<file path="config.mk">
export PLATFORM = sky130hd
export DESIGN_NAME = intctrl
export DESIGN_NICKNAME = d
export VERILOG_FILES = /design/src/rtl/intctrl_pkg.sv /design/src/rtl/intctrl_irqsync.sv /design/src/rtl/intctrl.sv
export SDC_FILE = /design/constraint.sdc
export NUM_CORES = 1
export LEC_CHECK = 0
export CAP_MARGIN = 20
export CORE_ASPECT_RATIO = 1.1
export CORE_MARGIN = 3
export CORE_UTILIZATION = 59
export DETAILED_ROUTE_END_ITERATION = 7
export DONT_BUFFER_PORTS = 1
export GPL_ROUTABILITY_DRIVEN = 0
export GPL_TIMING_DRIVEN = 1
export PLACE_DENSITY = 0.75
export SYNTH_ARGS = -nofsm -noshare
export SYNTH_HDL_FRONTEND = slang
export SYNTH_SLANG_ARGS = --single-unit
</file>
<file path="constraint.sdc">
create_clock -name clk -period 1.4 [get_ports clk]
set_input_delay 0.28 -clock clk [delete_from_list [all_inputs] [get_ports clk]]
set_output_delay 0.28 -clock clk [all_outputs]
set_load 0.1 [all_outputs]
</file>
<file path="src/rtl/intctrl_pkg.sv">
// intctrl_pkg: constants and helpers shared by the interrupt controller and
// the CPU. Holds the controller state encoding, the vector-table defaults and
// the fixed-priority winner selection.
package intctrl_pkg;

  // Controller state encoding, shared with the CPU's debug and trace logic.
  localparam logic [1:0] ST_IDLE    = 2'b00;
  localparam logic [1:0] ST_TAKE    = 2'b01;
  localparam logic [1:0] ST_SERVICE = 2'b10;

  // Each vector slot is four instructions wide.
  localparam int unsigned VSHIFT = 2;

  localparam logic [9:0]  VBASE_DEFAULT = 10'h3F0;
  localparam int unsigned NIRQ_DEFAULT  = 4;

  // Lowest set index wins. With no bits set the result is 0, and callers
  // only use it when at least one bit is set.
  function automatic logic [1:0] prio_winner(input logic [3:0] cand);
    logic [1:0] win;
    casez (cand)
      4'b???1: win = 2'd0;
      4'b??10: win = 2'd1;
      4'b?100: win = 2'd2;
      4'b1000: win = 2'd3;
      default: win = 2'd0;
    endcase
    return win;
  endfunction

  // Vector address for a line. The sum wraps modulo 1024.
  function automatic logic [9:0] vec_addr(input logic [9:0] base, input logic [1:0] id);
    logic [9:0] offs;
    offs = {8'b0000_0000, id} << VSHIFT;
    return base + offs;
  endfunction

endpackage

</file>
<file path="src/rtl/intctrl_irqsync.sv">
// irqsync: synchroniser and rising-edge detector for one request line.
//   clk    in  system clock
//   reset  in  synchronous reset, active low
//   irq_in in  asynchronous request line
//   rise   out one-cycle pulse when the synchronised line goes 0 -> 1
module irqsync
  import intctrl_pkg::*;
(
  input  logic clk,
  input  logic reset,
  input  logic irq_in,
  output logic rise
);

  logic s1_q, s1_d;
  logic s2_q, s2_d;
  logic s3_q, s3_d;

  // Next-state logic for the synchroniser chain and the delay flop.
  always_comb begin
    s1_d = irq_in;
    s2_d = s1_q;
    s3_d = s2_q;
  end

  // Synchroniser and delay registers. Reset clears the whole chain, so a line
  // that is already high when reset releases gives exactly one rise.
  always_ff @(posedge clk) begin
    if (!reset) begin
      s1_q <= 1'b0;
      s2_q <= 1'b0;
      s3_q <= 1'b0;
    end else begin
      s1_q <= s1_d;
      s2_q <= s2_d;
      s3_q <= s3_d;
    end
  end

  assign rise = s2_q & ~s3_q;

endmodule

</file>
<file path="src/rtl/intctrl.sv">
// intctrl: vectored interrupt controller for the 8-bit CPU.
// Latches rising request edges as pending, picks the lowest-index enabled
// pending line at an instruction boundary, and issues a one-cycle take pulse
// with the vector. A new take is blocked until the CPU executes reti.
//   clk, reset       clock, synchronous active-low reset
//   irq[NIRQ]        asynchronous requests, rising-edge sensitive
//   boundary         CPU can accept an interrupt this cycle
//   reti             return-from-interrupt pulse
//   mask_we/mask_wd  enable-mask write
//   int_take         one-cycle take pulse (registered)
//   vector           VBASE + active_id*4 (registered)
//   active_id        line being serviced (registered)
//   pending, mask    latched edges and enable mask
//   in_service       high while taking or servicing (registered)
//   err              sticky: reti seen outside SERVICE
module intctrl
  import intctrl_pkg::*;
#(
  parameter int unsigned NIRQ  = NIRQ_DEFAULT,
  parameter logic [9:0]  VBASE = VBASE_DEFAULT
) (
  input  logic            clk,
  input  logic            reset,
  input  logic [NIRQ-1:0] irq,
  input  logic            boundary,
  input  logic            reti,
  input  logic            mask_we,
  input  logic [NIRQ-1:0] mask_wd,
  output logic            int_take,
  output logic [9:0]      vector,
  output logic [1:0]      active_id,
  output logic [NIRQ-1:0] pending,
  output logic [NIRQ-1:0] mask,
  output logic            in_service,
  output logic            err
);

  logic [NIRQ-1:0] rise;
  logic [NIRQ-1:0] cand;
  logic [NIRQ-1:0] clr;
  logic [1:0]      winner;

  logic [1:0]      state_q, state_d;
  logic [NIRQ-1:0] pending_q, pending_d;
  logic [NIRQ-1:0] mask_q, mask_d;
  logic [1:0]      active_id_q, active_id_d;
  logic [9:0]      vector_q, vector_d;
  logic            int_take_q, int_take_d;
  logic            in_service_q, in_service_d;
  logic            err_q, err_d;

  for (genvar gi = 0; gi < NIRQ; gi++) begin : g_sync
    irqsync u_sync (
      .clk    (clk),
      .reset  (reset),
      .irq_in (irq[gi]),
      .rise   (rise[gi])
    );
  end

  // Selection uses the registered mask, so a mask write in the same cycle
  // only affects the next selection.
  assign cand   = pending_q & mask_q;
  assign winner = prio_winner(cand);

  // FSM, pending/mask update and the next values of the registered outputs.
  always_comb begin
    state_d     = state_q;
    active_id_d = active_id_q;
    clr         = {NIRQ{1'b0}};
    case (state_q)
      ST_IDLE: begin
        if ((cand != {NIRQ{1'b0}}) && boundary) begin
          state_d     = ST_TAKE;
          active_id_d = winner;
          clr         = {{(NIRQ-1){1'b0}}, 1'b1} << winner;
        end else begin
          state_d = ST_IDLE;
        end
      end
      ST_TAKE: begin
        state_d = ST_SERVICE;
      end
      ST_SERVICE: begin
        if (reti) begin
          state_d = ST_IDLE;
        end else begin
          state_d = ST_SERVICE;
        end
      end
      default: begin
        state_d = ST_IDLE;
      end
    endcase

    // OR-ing rise in after the clear lets a coincident new edge stay pending.
    pending_d = (pending_q & ~clr) | rise;

    if (mask_we) begin
      mask_d = mask_wd;
    end else begin
      mask_d = mask_q;
    end

    err_d = err_q | (reti & (state_q != ST_SERVICE));

    // Outputs are computed from the next state so they line up with it.
    int_take_d   = (state_d == ST_TAKE);
    in_service_d = (state_d == ST_TAKE) || (state_d == ST_SERVICE);
    vector_d     = vec_addr(VBASE, active_id_d);
  end

  // State and output registers. Reset overrides every other input.
  always_ff @(posedge clk) begin
    if (!reset) begin
      state_q      <= ST_IDLE;
      pending_q    <= {NIRQ{1'b0}};
      mask_q       <= {NIRQ{1'b0}};
      active_id_q  <= 2'd0;
      vector_q     <= VBASE;
      int_take_q   <= 1'b0;
      in_service_q <= 1'b0;
      err_q        <= 1'b0;
    end else begin
      state_q      <= state_d;
      pending_q    <= pending_d;
      mask_q       <= mask_d;
      active_id_q  <= active_id_d;
      vector_q     <= vector_d;
      int_take_q   <= int_take_d;
      in_service_q <= in_service_d;
      err_q        <= err_d;
    end
  end

  assign int_take   = int_take_q;
  assign vector     = vector_q;
  assign active_id  = active_id_q;
  assign pending    = pending_q;
  assign mask       = mask_q;
  assign in_service = in_service_q;
  assign err        = err_q;

endmodule
</file>
==> results of run 1 <==
==> registers in the layout (all words and copies together), names as in the netlist, 2 cells and up <==
register,cells
state_q,2
g_sync.u_sync.s2_q,4
g_sync.u_sync.s1_q,4
pending,4
vector,2
g_sync.u_sync.s3_q,4
mask,4
==> worst max-delay path by stage <==
| stage | cells past startpoint | slack, ns | endpoint | from |
|---|---|---|---|---|
| after CTS | 4 | 0.04 | in_service | state_q[1] |
| final | 4 | 0.05 | in_service | state_q[1] |
| after floorplan | 4 | -0.08 | in_service | mask[2] |
| after global routing | 4 | 0.009 | in_service | state_q[1] |
| after global placement | 4 | 0.12 | in_service | state_q[1] |
| after detailed placement | 4 | 0.07 | in_service | state_q[1] |
==> cell type report <==
| class | count | area, sq um |
|---|---|---|
| sequential | 27 | 555.5 |
| fill | 129 | 439.2 |
| multi-input combinational | 60 | 411.6 |
| timing repair buffer | 14 | 130.1 |
| clock buffer | 4 | 26.28 |
| tap | 17 | 21.27 |
| inverter | 3 | 11.26 |
==> kinds of logic (layout without fill, tap and decap cells) <==
family / after synthesis / after routing / synth area share [%]
and+or+nand+nor: 33 / 33 / 19.88
DFF: 27 / 27 / 53.01
buffers and inverters: 16 / 21 / 9.570
AOI/OAI and AO/OA: 13 / 13 / 10.67
muxes: 5 / 5 / 4.908
other: 2 / 8 / 0.7365
adders and majority gates: 1 / 1 / 1.227
==> Yosys cell counts, types with 2 or more instances <==
cell type / number / area, sq um
and2_1: 13 / 81.33
a22oi_1: 2 / 15.01
mux2i_1: 5 / 50.05
clkbuf_1: 3 / 11.26
a32o_1: 2 / 20.02
nand2_1: 3 / 11.26
nor2b_1: 9 / 56.30
inv_1: 3 / 11.26
conb_1: 2 / 7.510
nand4_1: 2 / 12.51
nor2_1: 2 / 7.510
buf_4: 10 / 75.07
dfxtp_1: 27 / 540.5
o21a_1: 2 / 15.01
==> repair_timing <==
action,CTS,global route
endpoints found under the setup margin,0,1
setup buffers,0,0
gates resized for setup,0,1
==> metal layers <==
| metal | share of wire, % | vias to the layer above | routed length [um] |
|---|---|---|---|
| met2 | 51 | 18 | 828 |
| li1 | - | 331 | - |
| met1 | 41 | 304 | 659 |
| met4 | 1.1 | 0 | 17 |
| met5 | 0 | - | 0 |
| met3 | 6.6 | 2 | 107 |
==> worst max-delay path: cells and delay by family (launching register included) <==
kind	cells	cell delay [ns]
adders and majority gates	1	0.25
DFF	1	0.36
and+or+nand+nor	2	0.53
AOI/OAI and AO/OA	1	0.16
==> through the flow <==
step / cells / cell area, sq um / setup TNS, ns / total power [mW]
global placement: 121 / 1122 / 0 / 1.168
floorplan: 103 / 1057 / -0.08435 / 1.151
detailed placement: 121 / 1122 / 0 / 1.173
CTS: 125 / 1149 / 0 / 1.473
finish: 125 / 1156 / 0 / 1.464
global route: 125 / 1156 / 0 / 1.520
==> power breakdown <==
| part | leakage [nW] | total, mW | internal [mW] | switching, mW |
|---|---|---|---|---|
| combinational | 0.239 | 0.334 | 0.0638 | 0.270 |
| clock | 0.0150 | 0.307 | 0.111 | 0.196 |
| sequential | 0.226 | 0.822 | 0.803 | 0.0195 |
| total | 0.480 | 1.46 | 0.978 | 0.486 |
==> impl_metrics.env, run 1 <==
export IMPL_status="finished, final reports clean"
export IMPL_synth_edff_count=0
export IMPL_fp_dieH_um=49.60
export IMPL_use_met2_pct=23.72
export IMPL_grt_overflow=0
export IMPL_die_x_um=45.64
export IMPL_end_kind="flop"
export IMPL_powerDensity_mw_per_mm2=1266
export IMPL_post_route_period_util_pct=96.29
export IMPL_syn2layout_area_growth_pct=13.37
export IMPL_fin_hold_ws_ns=0.07674
export IMPL_io_pins=36
export IMPL_cts_max_level=1
export IMPL_hold_path_class="in2reg"
export IMPL_place_hpwl_mm=1.238
export IMPL_fmax_mhz=741.8
export IMPL_fin_ws_ns=0.05199
export IMPL_clk_pin_slew_ns=0.13
export IMPL_yosysWarnings=0
export IMPL_syn_area_per_cell_sq_um=10.51
export IMPL_worstHoldStart="reset"
export IMPL_drt_pass1_iter_count=5
export IMPL_ant_nets=0
export IMPL_start_util_pct=63.92
export IMPL_r2r_setup_slack_ns=0.05
export IMPL_drt_first_iter_violations=8
export IMPL_cellLeakagePower_nw=0.4795
export IMPL_postCtsHoldBufs=0
export IMPL_crit_arrival_ns=1.60
export IMPL_synthesis_area_sq_mm=0.001020
export IMPL_antenna_found_initial=0
export IMPL_layout_common_cells="17 x dfxtp_1, 13 x and2_1, 12 x buf_4"
export IMPL_hold_viol_final=0
export IMPL_vias=655
export IMPL_worstSetupPathType="reg2reg"
export IMPL_clock_path_buffers=2
export IMPL_nets=123
export IMPL_setup_viol=0
export IMPL_cap_violations=0
export IMPL_grt_met3_usage_pct=2.920
export IMPL_final_common_cell="dfxtp_1"
export IMPL_cp_max_fo=4
export IMPL_diodes=0
export IMPL_root_buffer="clkbuf_4"
export IMPL_grt_max_degree=28
export IMPL_timing_rr_start="state_q[1]"
export IMPL_crit_path_max_incr_delay_ns=0.44
export IMPL_seq_area_frac_synth_pct=53.01
export IMPL_coreArea_sq_mm=0.001595
export IMPL_ys_ff_latch=27
export IMPL_period_needed_ns=1.348
export IMPL_avgRoutedWirePerCell_um=12.90
export IMPL_clock_latency_ns=0.30
export IMPL_cts_tree="done"
export IMPL_row_count=15
export IMPL_cts_buffers=3
export IMPL_cp_start_kind="flop"
export IMPL_clock_sinks=27
export IMPL_fin_skew_ns=0.002436
export IMPL_slew_viol_final=0
export IMPL_port_buffers=0
export IMPL_ys_async_sr_fraction_pct=0
export IMPL_syn_inst=97
export IMPL_min_to="pending[1]"
export IMPL_final_util_pct=72.47
export IMPL_vdd_drop_max_mv=0.8781
export IMPL_wl_mm=1.612
export IMPL_rsz0062_at_grt="no"
export IMPL_pre_cts_ws_ns=0.07080
export IMPL_crit_required_ns=1.66
export IMPL_grt_pass1_wl_mm=2.484
export IMPL_grt_usage_pct=14.92
export IMPL_globalRouteMet1Util_pct=17.85
export IMPL_rr_worst_depth=4
export IMPL_whs_path_depth=1
export IMPL_r2r_end="in_service"
export IMPL_grt_pass1_vias=599
export IMPL_die_area_sq_mm=0.002264
export IMPL_top_usage_layer="met2"
export IMPL_crit_slowest_cell="or3b_4"
export IMPL_post_route_drc_count=0
export IMPL_drive_above_1_share_pct=28.70
export IMPL_yosys_most_used_dff="dfxtp_1"
export IMPL_worstPathCellList="or3b_4, a21oi_4, ha_1, nor2b_1"
export IMPL_viasPerCell=5.240
export IMPL_synth_distinct_cells=26
(Power assumes the default switching activity.)
==> inputs of run 2 (changes only) <==
--- a/config.mk
+++ b/config.mk
@@ -8,12 +8,11 @@
 export CAP_MARGIN = 20
 export CORE_ASPECT_RATIO = 1.1
 export CORE_MARGIN = 3
-export CORE_UTILIZATION = 59
+export CORE_UTILIZATION = 41
 export DETAILED_ROUTE_END_ITERATION = 7
 export DONT_BUFFER_PORTS = 1
 export GPL_ROUTABILITY_DRIVEN = 0
 export GPL_TIMING_DRIVEN = 1
-export PLACE_DENSITY = 0.75
 export SYNTH_ARGS = -nofsm -noshare
 export SYNTH_HDL_FRONTEND = slang
 export SYNTH_SLANG_ARGS = --single-unit
==> impl_metrics.env, run 2 (synthesis gave the netlist of run 1 again) <==
export IMPL_status="finished, final reports clean"
export IMPL_port_buffers=0
export IMPL_powerDensity_mw_per_mm2=1252
export IMPL_clock_latency_ns=0.31
export IMPL_crit_arrival_ns=1.61
export IMPL_period_needed_ns=1.353
export IMPL_vias=666
export IMPL_worstPathCellList="a22oi_1, a21oi_4, ha_1, nor2b_1"
export IMPL_syn2layout_area_growth_pct=15.09
export IMPL_antenna_found_initial=0
export IMPL_hold_viol_final=0
export IMPL_switchingPower_mw=0.4915
export IMPL_grt_usage_pct=11.41
export IMPL_fin_tns_setup_ns=0
export IMPL_cap_violations=0
export IMPL_rsz0062_at_grt="no"
export IMPL_final_common_cell="dfxtp_1"
export IMPL_cp_depth=4
export IMPL_grt_max_degree=28
export IMPL_start_util_pct=44.39
export IMPL_root_buffer="clkbuf_4"
export IMPL_row_count=18
export IMPL_nets=123
export IMPL_power_frac_seq_pct=55.8
export IMPL_coreArea_sq_mm=0.002297
export IMPL_post_route_drc_count=0
export IMPL_drt_first_iter_violations=13
export IMPL_clock_sinks=27
export IMPL_vdd_drop_max_mv=0.8375
export IMPL_crit_required_ns=1.66
export IMPL_fin_skew_ns=0.001064
export IMPL_grt_pass1_wl_mm=2.573
export IMPL_place_hpwl_mm=1.200
export IMPL_drt_pass1_iter_count=5
export IMPL_end_kind="flop"
export IMPL_die_x_um=53.55
export IMPL_diodes=0
export IMPL_io_pins=36
export IMPL_wl_mm=1.651
export IMPL_p_int_mw=0.9778
export IMPL_clk_pin_slew_ns=0.13
export IMPL_crit_path_max_incr_delay_ns=0.40
export IMPL_grt_pass1_vias=617
export IMPL_grt_overflow=0
export IMPL_setup_viol=0
export IMPL_layout_common_cells="16 x dfxtp_1, 13 x and2_1, 12 x buf_4"
export IMPL_endpoint="in_service"
export IMPL_p_comb_share_pct=22.9
export IMPL_cts_max_level=1
export IMPL_cts_buffers=3
export IMPL_timing_rr_start="mask[0]"
export IMPL_switching_share_pct=33.45
export IMPL_ant_nets=0
export IMPL_final_util_pct=51.09
export IMPL_clock_path_buffers=2
export IMPL_cts_setup_buffers=0
export IMPL_cp_startpoint="mask[0]"
export IMPL_crit_slowest_cell="a22oi_1"
export IMPL_cp_top_family="compound AO/OA/AOI/OAI gates"
export IMPL_die_area_sq_mm=0.003122
export IMPL_cp_max_fo=5
export IMPL_hold_path_class="in2reg"
export IMPL_power_frac_clock_pct=21.3
export IMPL_r2r_end="in_service"
export IMPL_post_route_period_util_pct=96.63
export IMPL_viasPerCell=4.826
export IMPL_rr_worst_depth=4
export IMPL_slew_viol_final=0
export IMPL_fp_dieH_um=58.31
export IMPL_worstSetupPathType="reg2reg"
export IMPL_cp_start_kind="flop"
export IMPL_crit_buf_inv=0
export IMPL_cellLeakagePower_nw=0.4800
export IMPL_avgRoutedWirePerCell_um=11.96
export IMPL_fmax_mhz=739.2
export IMPL_cts_tree="done"
export IMPL_r2r_setup_slack_ns=0.05
export IMPL_drive_above_1_share_pct=29.63
==> run 2: worst min-delay path by stage <==
stage               startpoint               endpoint  slack, ns  cells after the start
floorplan               irq[0]  g_sync[0].u_sync.s1_q       0.40                      1
global placement         reset             pending[0]       0.40                      1
detailed placement       reset             pending[0]       0.40                      1
CTS                      reset             pending[0]       0.05                      1
global route             reset             pending[1]       0.03                      1
finish                   reset             pending[0]       0.07                      1
==> run 2: power by group through the flow <==
stage          Sequential [mW]  Clock, mW  Combinational [mW]
3_5_place_dp             0.837          0               0.335
2_1_floorplan            0.970          0               0.181
5_1_grt                  0.824      0.365               0.350
6_report                 0.820      0.313               0.337
3_3_place_gp             0.837          0               0.333
4_1_cts                  0.821      0.334               0.336
==> run 2: what timing repair did <==
action / in CTS / in global routing
gates resized for setup: 0 / 2
hold buffers: 0 / 0
setup endpoints to repair: 0 / 1
==> run 2: area by class of cell <==
class | instances | area, sq um
Timing Repair Buffer | 14 | 130.1
Inverter | 3 | 11.26
Multi-Input combinational cell | 60 | 411.6
Tap cell | 30 | 37.54
Sequential cell | 27 | 556.8
Clock buffer | 4 | 26.28
Fill cell | 227 | 1124
==> run 2: routing by layer <==
| layer | track usage, % | wire length, um | vias up |
|---|---|---|---|
| met1 | 11.84 | 628 | 306 |
| met3 | 4.051 | 156 | 2 |
| met2 | 18.91 | 845 | 27 |
| met5 | 0 | 0 | - |
| met4 | 7.664 | 20 | 0 |
| li1 | - | - | 331 |
==> run 2: per-stage QoR <==
| step | hold WS, ns | power [mW] | std cells | setup WS (ns) | cell area (sq um) |
|---|---|---|---|---|---|
| 2_1_floorplan | 0.4017 | 1.151 | 103 | -0.08435 | 1057 |
| 3_3_place_gp | 0.4006 | 1.170 | 134 | 0.1130 | 1139 |
| 3_5_place_dp | 0.4039 | 1.173 | 134 | 0.07059 | 1139 |
| 4_1_cts | 0.05497 | 1.491 | 138 | 0.03954 | 1165 |
| 5_1_grt | 0.03344 | 1.539 | 138 | 0.0007564 | 1174 |
| 6_report | 0.06955 | 1.469 | 138 | 0.04721 | 1174 |
==> inputs of run 3 (changes only) <==
--- a/config.mk
+++ b/config.mk
@@ -5,6 +5,7 @@
 export SDC_FILE = /design/constraint.sdc
 export NUM_CORES = 1
 export LEC_CHECK = 0
+export ABC_CLOCK_PERIOD_IN_PS = 1400
 export CAP_MARGIN = 20
 export CORE_ASPECT_RATIO = 1.1
 export CORE_MARGIN = 3
==> results of run 3 <==
No change in the layout: final DEF, timing and power equal those of run 2.
